===== config.mk =====
export PLATFORM = sky130hd
export DESIGN_NAME = branch_predictor_gshare
export DESIGN_NICKNAME = d
export VERILOG_FILES = /design/src/rtl/bp_pkg.sv /design/src/rtl/bp_btb.sv /design/src/rtl/branch_predictor_gshare.sv
export SDC_FILE = /design/constraint.sdc
export NUM_CORES = 1
export LEC_CHECK = 0
export ABC_AREA = 1
export CORE_MARGIN = 1
export CORE_UTILIZATION = 51
export CTS_BUF_LIST = sky130_fd_sc_hd__clkbuf_8 sky130_fd_sc_hd__clkbuf_16
export DETAILED_ROUTE_END_ITERATION = 12
export PLACE_DENSITY_LB_ADDON = 0.08
export SYNTH_ARGS = -nofsm -noshare
export SYNTH_HDL_FRONTEND = slang
export SYNTH_SLANG_ARGS = --single-unit

===== constraint.sdc =====
create_clock -name clk -period 9.1 [get_ports clk]
set_clock_uncertainty 0.15 [all_clocks]
set_input_delay 1.82 -clock clk [delete_from_list [all_inputs] [get_ports clk]]
set_output_delay 1.82 -clock clk [all_outputs]
set_load 0.005 [all_outputs]

===== src/rtl/bp_pkg.sv =====
// Shared types and width helpers for the gshare branch predictor.
package bp_pkg;

  typedef enum logic {
    BP_INIT = 1'b0,
    BP_RUN  = 1'b1
  } bp_state_t;

  function automatic int bp_clog2(input int n);
    return (n <= 2) ? 1 : $clog2(n);
  endfunction

  function automatic int bp_max(input int a, input int b);
    return (a > b) ? a : b;
  endfunction

  // Weakly-not-taken reset value; collapses to 0 for 1-bit counters.
  function automatic int bp_wnt(input int ctr_w);
    return (1 << (ctr_w - 1)) - 1;
  endfunction

endpackage


===== src/rtl/bp_btb.sv =====
// Direct-mapped tagged branch target buffer: combinational lookup, registered write.
module bp_btb
  import bp_pkg::*;
#(
  parameter int BTB_ENTRIES = 16,
  localparam int BIDX_W = bp_clog2(BTB_ENTRIES),
  localparam int TAG_W  = 30 - BIDX_W
) (
  input  logic              clk,
  input  logic [31:0]       lookup_pc,
  output logic              hit,
  output logic [31:0]       target,
  input  logic              wr_en,
  input  logic [31:0]       wr_pc,
  input  logic [31:0]       wr_target,
  input  logic              clr_en,
  input  logic [BIDX_W-1:0] clr_idx
);

  logic [BTB_ENTRIES-1:0] valid;
  logic [TAG_W-1:0]       tag_mem [BTB_ENTRIES];
  logic [31:0]            tgt_mem [BTB_ENTRIES];

  logic [BIDX_W-1:0] rd_idx;
  logic [BIDX_W-1:0] wr_idx;
  logic [3:0]        unused_bits;

  assign rd_idx      = lookup_pc[BIDX_W+1:2];
  assign wr_idx      = wr_pc[BIDX_W+1:2];
  assign unused_bits = {lookup_pc[1:0], wr_pc[1:0]};

  assign hit    = valid[rd_idx] && (tag_mem[rd_idx] == lookup_pc[31:BIDX_W+2]);
  assign target = hit ? tgt_mem[rd_idx] : 32'd0;

  // The clear sweep owns the array; tag/target contents are don't-care while invalid.
  always_ff @(posedge clk) begin
    if (clr_en) begin
      valid[clr_idx] <= 1'b0;
    end else if (wr_en) begin
      valid[wr_idx]   <= 1'b1;
      tag_mem[wr_idx] <= wr_pc[31:BIDX_W+2];
      tgt_mem[wr_idx] <= wr_target;
    end
  end

endmodule


===== src/rtl/branch_predictor_gshare.sv =====
// Gshare/bimodal direction predictor with BTB, init sweep and perf counters.
// state   | meaning
// BP_INIT | sweeping tables to reset values, outputs forced quiet, updates ignored
// BP_RUN  | predicting and accepting updates
module branch_predictor_gshare
  import bp_pkg::*;
#(
  parameter int BHT_ENTRIES = 64,
  parameter int CTR_W       = 2,
  parameter int GHR_W       = 6,
  parameter int USE_GSHARE  = 1,
  parameter int BTB_ENTRIES = 16
) (
  input  logic        clk,
  input  logic        reset,
  input  logic [31:0] pc,
  output logic        predict_taken,
  output logic        btb_hit,
  output logic [31:0] predict_target,
  input  logic        update_en,
  input  logic [31:0] pc_u,
  input  logic        branch_taken,
  input  logic [31:0] target_u,
  input  logic        predicted_taken_u,
  output logic        ready,
  output logic [31:0] update_count,
  output logic [31:0] mispredict_count
);

  localparam int IDX_W  = bp_clog2(BHT_ENTRIES);
  localparam int BIDX_W = bp_clog2(BTB_ENTRIES);
  localparam int SWEEP  = bp_max(BHT_ENTRIES, BTB_ENTRIES);
  localparam int PTR_W  = bp_clog2(SWEEP);
  localparam logic [PTR_W-1:0] LAST_PTR = PTR_W'(SWEEP - 1);
  localparam logic [CTR_W-1:0] CTR_WNT  = CTR_W'(bp_wnt(CTR_W));
  localparam logic [CTR_W-1:0] CTR_MAX  = '1;

  bp_state_t         state;
  logic [PTR_W-1:0]  init_ptr;
  logic [GHR_W-1:0]  ghr;
  logic [CTR_W-1:0]  bht [BHT_ENTRIES];

  logic              run;
  logic              accept;
  logic [IDX_W-1:0]  hist;
  logic [IDX_W-1:0]  rd_idx;
  logic [IDX_W-1:0]  up_idx;
  logic [CTR_W-1:0]  ctr_cur;
  logic [CTR_W-1:0]  ctr_nxt;
  logic [GHR_W:0]    ghr_shift;
  logic              btb_hit_raw;
  logic [31:0]       btb_target_raw;
  logic [3:0]        unused_bits;

  assign run         = (state == BP_RUN);
  assign accept      = run && update_en && !reset;
  assign unused_bits = {pc[1:0], pc_u[1:0]};

  // Updates are non-speculative, so one history serves both read and training.
  assign hist   = (USE_GSHARE != 0) ? IDX_W'(ghr) : '0;
  assign rd_idx = pc[IDX_W+1:2] ^ hist;
  assign up_idx = pc_u[IDX_W+1:2] ^ hist;

  assign ctr_cur = bht[up_idx];
  always_comb begin
    ctr_nxt = ctr_cur;
    if (branch_taken) begin
      if (ctr_cur != CTR_MAX) ctr_nxt = ctr_cur + 1'b1;
    end else begin
      if (ctr_cur != '0) ctr_nxt = ctr_cur - 1'b1;
    end
  end

  assign ghr_shift = {ghr, branch_taken};

  always_ff @(posedge clk) begin
    if (state == BP_INIT) begin
      bht[init_ptr[IDX_W-1:0]] <= CTR_WNT;
    end else if (accept) begin
      bht[up_idx] <= ctr_nxt;
    end
  end

  always_ff @(posedge clk) begin
    if (reset) begin
      state            <= BP_INIT;
      init_ptr         <= '0;
      ghr              <= '0;
      update_count     <= '0;
      mispredict_count <= '0;
    end else begin
      case (state)
        BP_INIT: begin
          ghr <= '0;
          if (init_ptr == LAST_PTR) state <= BP_RUN;
          else init_ptr <= init_ptr + 1'b1;
        end
        BP_RUN: begin
          if (update_en) begin
            ghr <= ghr_shift[GHR_W-1:0];
            if (update_count != 32'hFFFF_FFFF) update_count <= update_count + 32'd1;
            if ((branch_taken != predicted_taken_u) && (mispredict_count != 32'hFFFF_FFFF))
              mispredict_count <= mispredict_count + 32'd1;
          end
        end
        default: state <= BP_INIT;
      endcase
    end
  end

  bp_btb #(
    .BTB_ENTRIES(BTB_ENTRIES)
  ) u_btb (
    .clk       (clk),
    .lookup_pc (pc),
    .hit       (btb_hit_raw),
    .target    (btb_target_raw),
    .wr_en     (accept && branch_taken),
    .wr_pc     (pc_u),
    .wr_target (target_u),
    .clr_en    (state == BP_INIT),
    .clr_idx   (init_ptr[BIDX_W-1:0])
  );

  assign ready          = run;
  assign predict_taken  = run && bht[rd_idx][CTR_W-1];
  assign btb_hit        = run && btb_hit_raw;
  assign predict_target = btb_hit ? btb_target_raw : 32'd0;

endmodule

==> impl_metrics.json, run 1 <==
{
  "power_switching_mw": 2.49,
  "sw_frac_of_total_pct": 21.9,
  "avgSynthCellArea_sq_um": 11.0,
  "synth.cell_area_sq_um": 48800,
  "critPathBufInv": 5,
  "antenna_left": 0,
  "cts.sinks": 1149,
  "grt_max_degree": 159,
  "p_per_area_nw_per_um2": 203,
  "critPathLaunchType": "input pin",
  "fillers": 7775,
  "crit_path_end": "predict_target[23]",
  "synth.distinct_cells": 43,
  "initial_core_util_pct": 51.5,
  "ys.flop_type": "edfxtp_1",
  "cp_max_fo": 115,
  "cts_buffer_depth": 3,
  "synth.top_cell.area_share_pct": 65.9,
  "drc": 0,
  "dp_hpwl_microns": 69300,
  "cp_data_arrival_time_ns": 5.64,
  "grt_util_all_layers_pct": 26.6,
  "grt_overflow": 0,
  "period_share_pct": 83.7,
  "cts_setup_buffers": 0,
  "final_cell_mix": "nand2_1, edfxtp_1, nand3_1",
  "cts.clk_slew.worst_paths_ns": 0.06,
  "dieArea_sq_um": 97000,
  "ys_seq_elements": 1149,
  "drive_gt1_share_pct": 6.49,
  "intPower_mw": 8.86,
  "final_common_cell": "nand2_1",
  "syn_nets": 4541,
  "die_x_microns": 311,
  "drtIter0Drc": 3710,
  "worst_path_max_delay_cell": "inv_8",
  "io_buffers": 195,
  "core_sq_um": 94900,
  "vias": 33892,
  "viasPerCell": 5.71,
  "cts-resized-gates": 0,
  "cts_hold_buffers": 0,
  "ir_drop_v": 0.000168,
  "crit_top_cell": "nor2_1",
  "grt_pass1_vias": 32093,
  "crit_required_ns": 7.13,
  "slew_headroom_pct": 20.3,
  "drtPass1Iterations": 6,
  "yosysTopAreaCell": "edfxtp_1",
  "synth_seq_area_share_pct": 69.1,
  "path_cells": "buf_8 -> inv_8 -> buf_4 -> nor2_1 -> nor2_1 -> o21ai_0 -> nand3_1 -> nand3_1 -> nand3_1 -> nand2_1 -> nor2_1 -> nand2_1 -> nor2_1 -> nand2_2 -> buf_4 -> nor3_2 -> clkdlybuf4s50_1",
  "p_total_mw": 11.3,
  "leakage_nw": 19.6,
  "nets": 4676,
  "status": "finished clean",
  "maxCapViolations": 0,
  "gp_congestion": 0.901,
  "period_needed_ns": 7.61,
  "cts_tree": "done",
  "r2r_setup_slack_ns": 4.97,
  "ys_warn_count": 0,
  "maxSlewViolCount": 0,
  "grt_pass1_wl_microns": 197000,
  "power_frac_seq_pct": 50.9,
  "numCtsBuffers": 119,
  "reg2regPathDepth": 7,
  "ios": 200,
  "hold_slack_ns": 0.324,
  "die_h_microns": 311,
  "drt_wl_total_microns": 131000,
  "synthToLayoutAreaGrowth_pct": 14.7,
  "finalHoldViolations": 0,
  "antenna_found_initial": 8,
  "fmax_ghz": 0.131,
  "pwr-share-clk_pct": 43.5,
  "clk_latency_ns": 0.70,
  "routedWlPerCell_microns": 22.1,
  "criticalPathCategory": "input pin to output port",
  "h-tree-depth": 3,
  "ctsRootBufferMaster": "clkbuf_16",
  "worst_pin_slew_ns": 1.19,
  "power_frac_comb_pct": 5.6,
  "setup_viol": 0,
  "crit_family": "buffers and inverters",
  "cp_num_cells": 17,
  "regToRegEndpoint": "u_btb.tgt_mem[14][17]",
  "slowest_delay_ns": 0.58,
  "rsz0062_at_grt": "no",
  "synth_area_leaders": "edfxtp_1, nand2_1, nand3_1, a21oi_1, dfxtp_1",
  "reg2reg_from": "ready",
  "syn-instance-count": 4434,
  "synth_edf_count": 1072,
  "min_path_type": "flip-flop to flip-flop",
  "tns_ns": 0,
  "rows": 113,
  "crit_start": "pc[2]",
  "crit_path_end_kind": "output port",
  "synthArstFlopShare_pct": 0
}
## cell usage after synthesis (all sizes together), types with 2 or more instances
cell type     n
dfxtp        77
edfxtp     1072
clkinv        4
nor2        366
a221oi      117
nand3b        2
nand4        30
a21oi       326
nor3b         3
nand3       453
nand2      1184
buf         154
a32oi         3
o22ai         4
xnor2        13
o31ai        28
o211ai       23
o21a          4
xor2         13
clkbuf       90
a31oi         8
nor3         66
o32a          3
nor4         16
o21ai       122
inv         241
ha            6
## per-layer routing
layer	track usage (%)	share of wire, %	up-vias
met5	0	0.030	-
met4	7.62	2.1	6
met1	37.8	44	16580
met2	42.7	47	1166
met3	4.04	7.0	196
li1	-	-	15944
## layout make-up
class / instances / area (sq um) / share of cell area (%)
Clock buffer: 123 / 3060 / 5.46
Inverter: 245 / 947 / 1.69
Antenna cell: 4 / 10.0 / 0.0179
Clock inverter: 95 / 928 / 1.66
Multi-Input combinational cell: 2796 / 13200 / 23.6
Sequential cell: 1149 / 33700 / 60.2
Timing Repair Buffer: 258 / 2490 / 4.45
Tap cell: 1265 / 1580 / 2.83
## power groups by stage
stage	Combinational (mW)	Clock (mW)	Sequential (mW)
2_1_floorplan	0.378	0	5.89
3_3_place_gp	0.627	0	5.89
3_5_place_dp	0.631	0	5.89
4_1_cts	0.634	5.00	5.78
5_1_grt	0.700	5.20	5.78
6_report	0.636	4.93	5.78
## registers in the layout (all words and copies together) (netlist names)
register and count:
ready 1, init_ptr 6, u_btb.tgt_mem 512, update_count 32
u_btb.valid 16, bht 128, u_btb.tag_mem 416, mispredict_count 32
ghr 6
## metrics by stage
step / setup slack [ns] / utilization [%] / instances / instance area [sq um]
global placement: 1.50 / 54.8 / 5713 / 52000
floorplan: 1.68 / - / 4434 / 48800
detailed placement: 1.52 / 54.8 / 5713 / 52000
CTS: 1.50 / 59.0 / 5931 / 56000
global route: 1.25 / 59.0 / 5935 / 56000
finish: 1.49 / 59.0 / 5935 / 56000
## worst register-to-register path, stage by stage, from the launching register on
cell and delay [ns]:
dfxtp_1 0.78, nand2_1 0.38, nor2_1 0.18, buf_4 0.21, nand2_1 0.07, buf_4 0.28, nor2_4 0.93, buf_4 0.75
## how the worst min path moves through the flow
stage	start	to	depth (start not counted)
after floorplan	mispredict_count[4]	mispredict_count[4]	2
after global placement	mispredict_count[4]	mispredict_count[4]	2
after detailed placement	mispredict_count[4]	mispredict_count[4]	2
after CTS	mispredict_count[4]	mispredict_count[4]	2
after global routing	mispredict_count[20]	mispredict_count[20]	1
final	mispredict_count[4]	mispredict_count[4]	2
## kinds of logic (layout without fill, tap and decap cells)
group / count (synthesis) / count (layout) / share of synthesized area (%)
other: 0 / 4 / 0
flip-flops: 1149 / 1149 / 69.1
buffers and inverters: 489 / 721 / 4.11
AO/OA/AOI/OAI: 642 / 642 / 7.89
AND/OR/NAND/NOR: 2122 / 2122 / 18.2
adder cells (fa/ha/maj): 6 / 6 / 0.154
XOR/XNOR: 26 / 26 / 0.513
Note: power is estimated with default switching activity, not from simulation.
==> run 2: changes to the inputs <==
==> constraint.sdc (replaced) <==
create_clock -name clk -period 6.2 [get_ports clk]
set_clock_uncertainty 0.15 [all_clocks]
set_input_delay 1.24 -clock clk [delete_from_list [all_inputs] [get_ports clk]]
set_output_delay 1.24 -clock clk [all_outputs]
set_load 0.005 [all_outputs]
==> run 2 against run 1 <==
Compared with the run above: sequential share of layout area down 0.33 points; global-route usage about the same; sequential cell count is the same; power up 45%; largest power group unchanged.
==> impl_metrics.json, run 2 (synthesis gave the netlist of run 1 again) <==
{
  "min-delay-start": "mispredict_count[4]",
  "period_needed_ns": 5.80,
  "setup_viol": 0,
  "numCtsBuffers": 119,
  "core_sq_um": 94900,
  "grt_pass1_wl_microns": 195000,
  "initial_core_util_pct": 51.5,
  "cts.sinks": 1149,
  "drtIter0Drc": 3367,
  "period_share_pct": 93.5,
  "cts_buffer_depth": 3,
  "regToRegEndpoint": "bht[10][1]",
  "antenna_found_initial": 9,
  "criticalPathCategory": "input pin to output port",
  "rsz0062_at_grt": "no",
  "cts_setup_buffers": 0,
  "rows": 113,
  "cts_hold_buffers": 0,
  "drt_wl_total_microns": 131000,
  "critPathLaunchType": "input pin",
  "final_common_cell": "nand2_1",
  "cp_max_fo": 67,
  "holdPathEnd": "mispredict_count[4]",
  "slew_headroom_pct": 21.8,
  "h-tree-depth": 3,
  "vias": 33874,
  "top_register": "u_btb.tgt_mem",
  "grt_util_all_layers_pct": 26.6,
  "nets": 4692,
  "ctsRootBufferMaster": "clkbuf_16",
  "layout.cells.non_filler": 5957,
  "worst_pin_slew_ns": 1.17,
  "io_buffers": 195,
  "min_path_type": "flip-flop to flip-flop",
  "dp_hpwl_microns": 69200,
  "clk_latency_ns": 0.70,
  "ios": 200,
  "die_h_microns": 311,
  "cts_tree": "done",
  "status": "finished clean",
  "routedWlPerCell_microns": 21.9,
  "die_x_microns": 311,
  "drc": 0,
  "dp.cells": 5729,
  "top_regs": "u_btb.tgt_mem (512), u_btb.tag_mem (416), bht (128)",
  "maxSlewViolCount": 0,
  "crit_required_ns": 4.81,
  "hold_depth": 2,
  "p_per_area_nw_per_um2": 293,
  "fmax_ghz": 0.172,
  "grt_overflow": 0,
  "reg2regPathDepth": 7,
  "dieArea_sq_um": 97000,
  "tns_ns": 0,
  "cp_data_arrival_time_ns": 4.41,
  "grt_pass1_vias": 31652,
  "fin_ws_ns": 0.401,
  "antenna_left": 0,
  "reg2reg_from": "ghr[2]",
  "fillers": 7835,
  "finalHoldViolations": 0,
  "crit_path_end_kind": "output port",
  "drtPass1Iterations": 9,
  "post-place-ws_ns": 0.475,
  "grt_max_degree": 157,
  "r2r_setup_slack_ns": 2.06,
  "synthToLayoutAreaGrowth_pct": 15.3,
  "viasPerCell": 5.69,
  "drive_gt1_share_pct": 6.91,
  "largest_reg_flops": 512,
  "gp_congestion": 0.914,
  "maxCapViolations": 0,
  "cts-resized-gates": 0,
  "leakage_nw": 19.8,
  "cts.clk_slew.worst_paths_ns": 0.06,
  "final_cell_mix": "nand2_1, edfxtp_1, nand3_1",
  "ir_drop_v": 0.000242
}
run 2: worst max path at each step:
stage | from | depth (start not counted) | end
3_3_place_gp | pc[2] | 17 | predict_target[1]
6_report | pc[2] | 17 | predict_target[1]
2_1_floorplan | reset | 6 | u_btb.tag_mem[10][0]
4_1_cts | pc[2] | 17 | predict_target[1]
5_1_grt | pc[2] | 17 | predict_target[31]
3_5_place_dp | pc[2] | 17 | predict_target[1]
run 2: per-layer routing:
layer | track usage, % | vias up | part of all wire, %
met5 | 0 | - | 0.096
met4 | 7.70 | 8 | 2.5
met3 | 4.77 | 221 | 7.5
met2 | 42.5 | 1197 | 47
met1 | 37.4 | 16442 | 43
li1 | - | 16006 | -
run 2: layout make-up:
cell class                      instances  area (sq um)  share of cell area [%]
Sequential cell                      1149         33700                    59.9
Multi-Input combinational cell       2796         13300                    23.5
Clock buffer                          130          3200                    5.68
Timing Repair Buffer                  274          2850                    5.06
Tap cell                             1265          1580                    2.81
Inverter                              245           947                    1.68
Clock inverter                         92           719                    1.28
Antenna cell                            6          15.0                  0.0267
run 2: critical path, stage by stage:
cell	delay [ns]
buf_8	0.12
inv_8	0.35
buf_12	0.28
nand2_1	0.08
nand2_1	0.06
nand2_1	0.04
nand3_1	0.08
nand3_1	0.18
nand3_1	0.24
nand2_1	0.07
nor2_1	0.10
nand2_1	0.05
nor2_1	0.26
nand2_2	0.18
buf_12	0.21
nor3_1	0.19
clkdlybuf4s50_1	0.53
run 2: power by group:
| part | internal (mW) | switching [mW] | total (mW) |
|---|---|---|---|
| logic | 0.284 | 0.661 | 0.945 |
| clock network | 4.14 | 2.95 | 7.08 |
| registers | 8.47 | 0.0110 | 8.48 |
run 2: stage by stage:
step | hold slack [ns] | utilization (%) | power (mW) | area [sq um]
floorplan | 0.303 | - | 9.20 | 48800
global placement | 0.310 | 55.2 | 9.57 | 52400
detailed placement | 0.318 | 55.2 | 9.58 | 52400
CTS | 0.326 | 59.3 | 16.6 | 56300
global route | 0.353 | 59.3 | 17.0 | 56300
finish | 0.320 | 59.3 | 16.5 | 56300
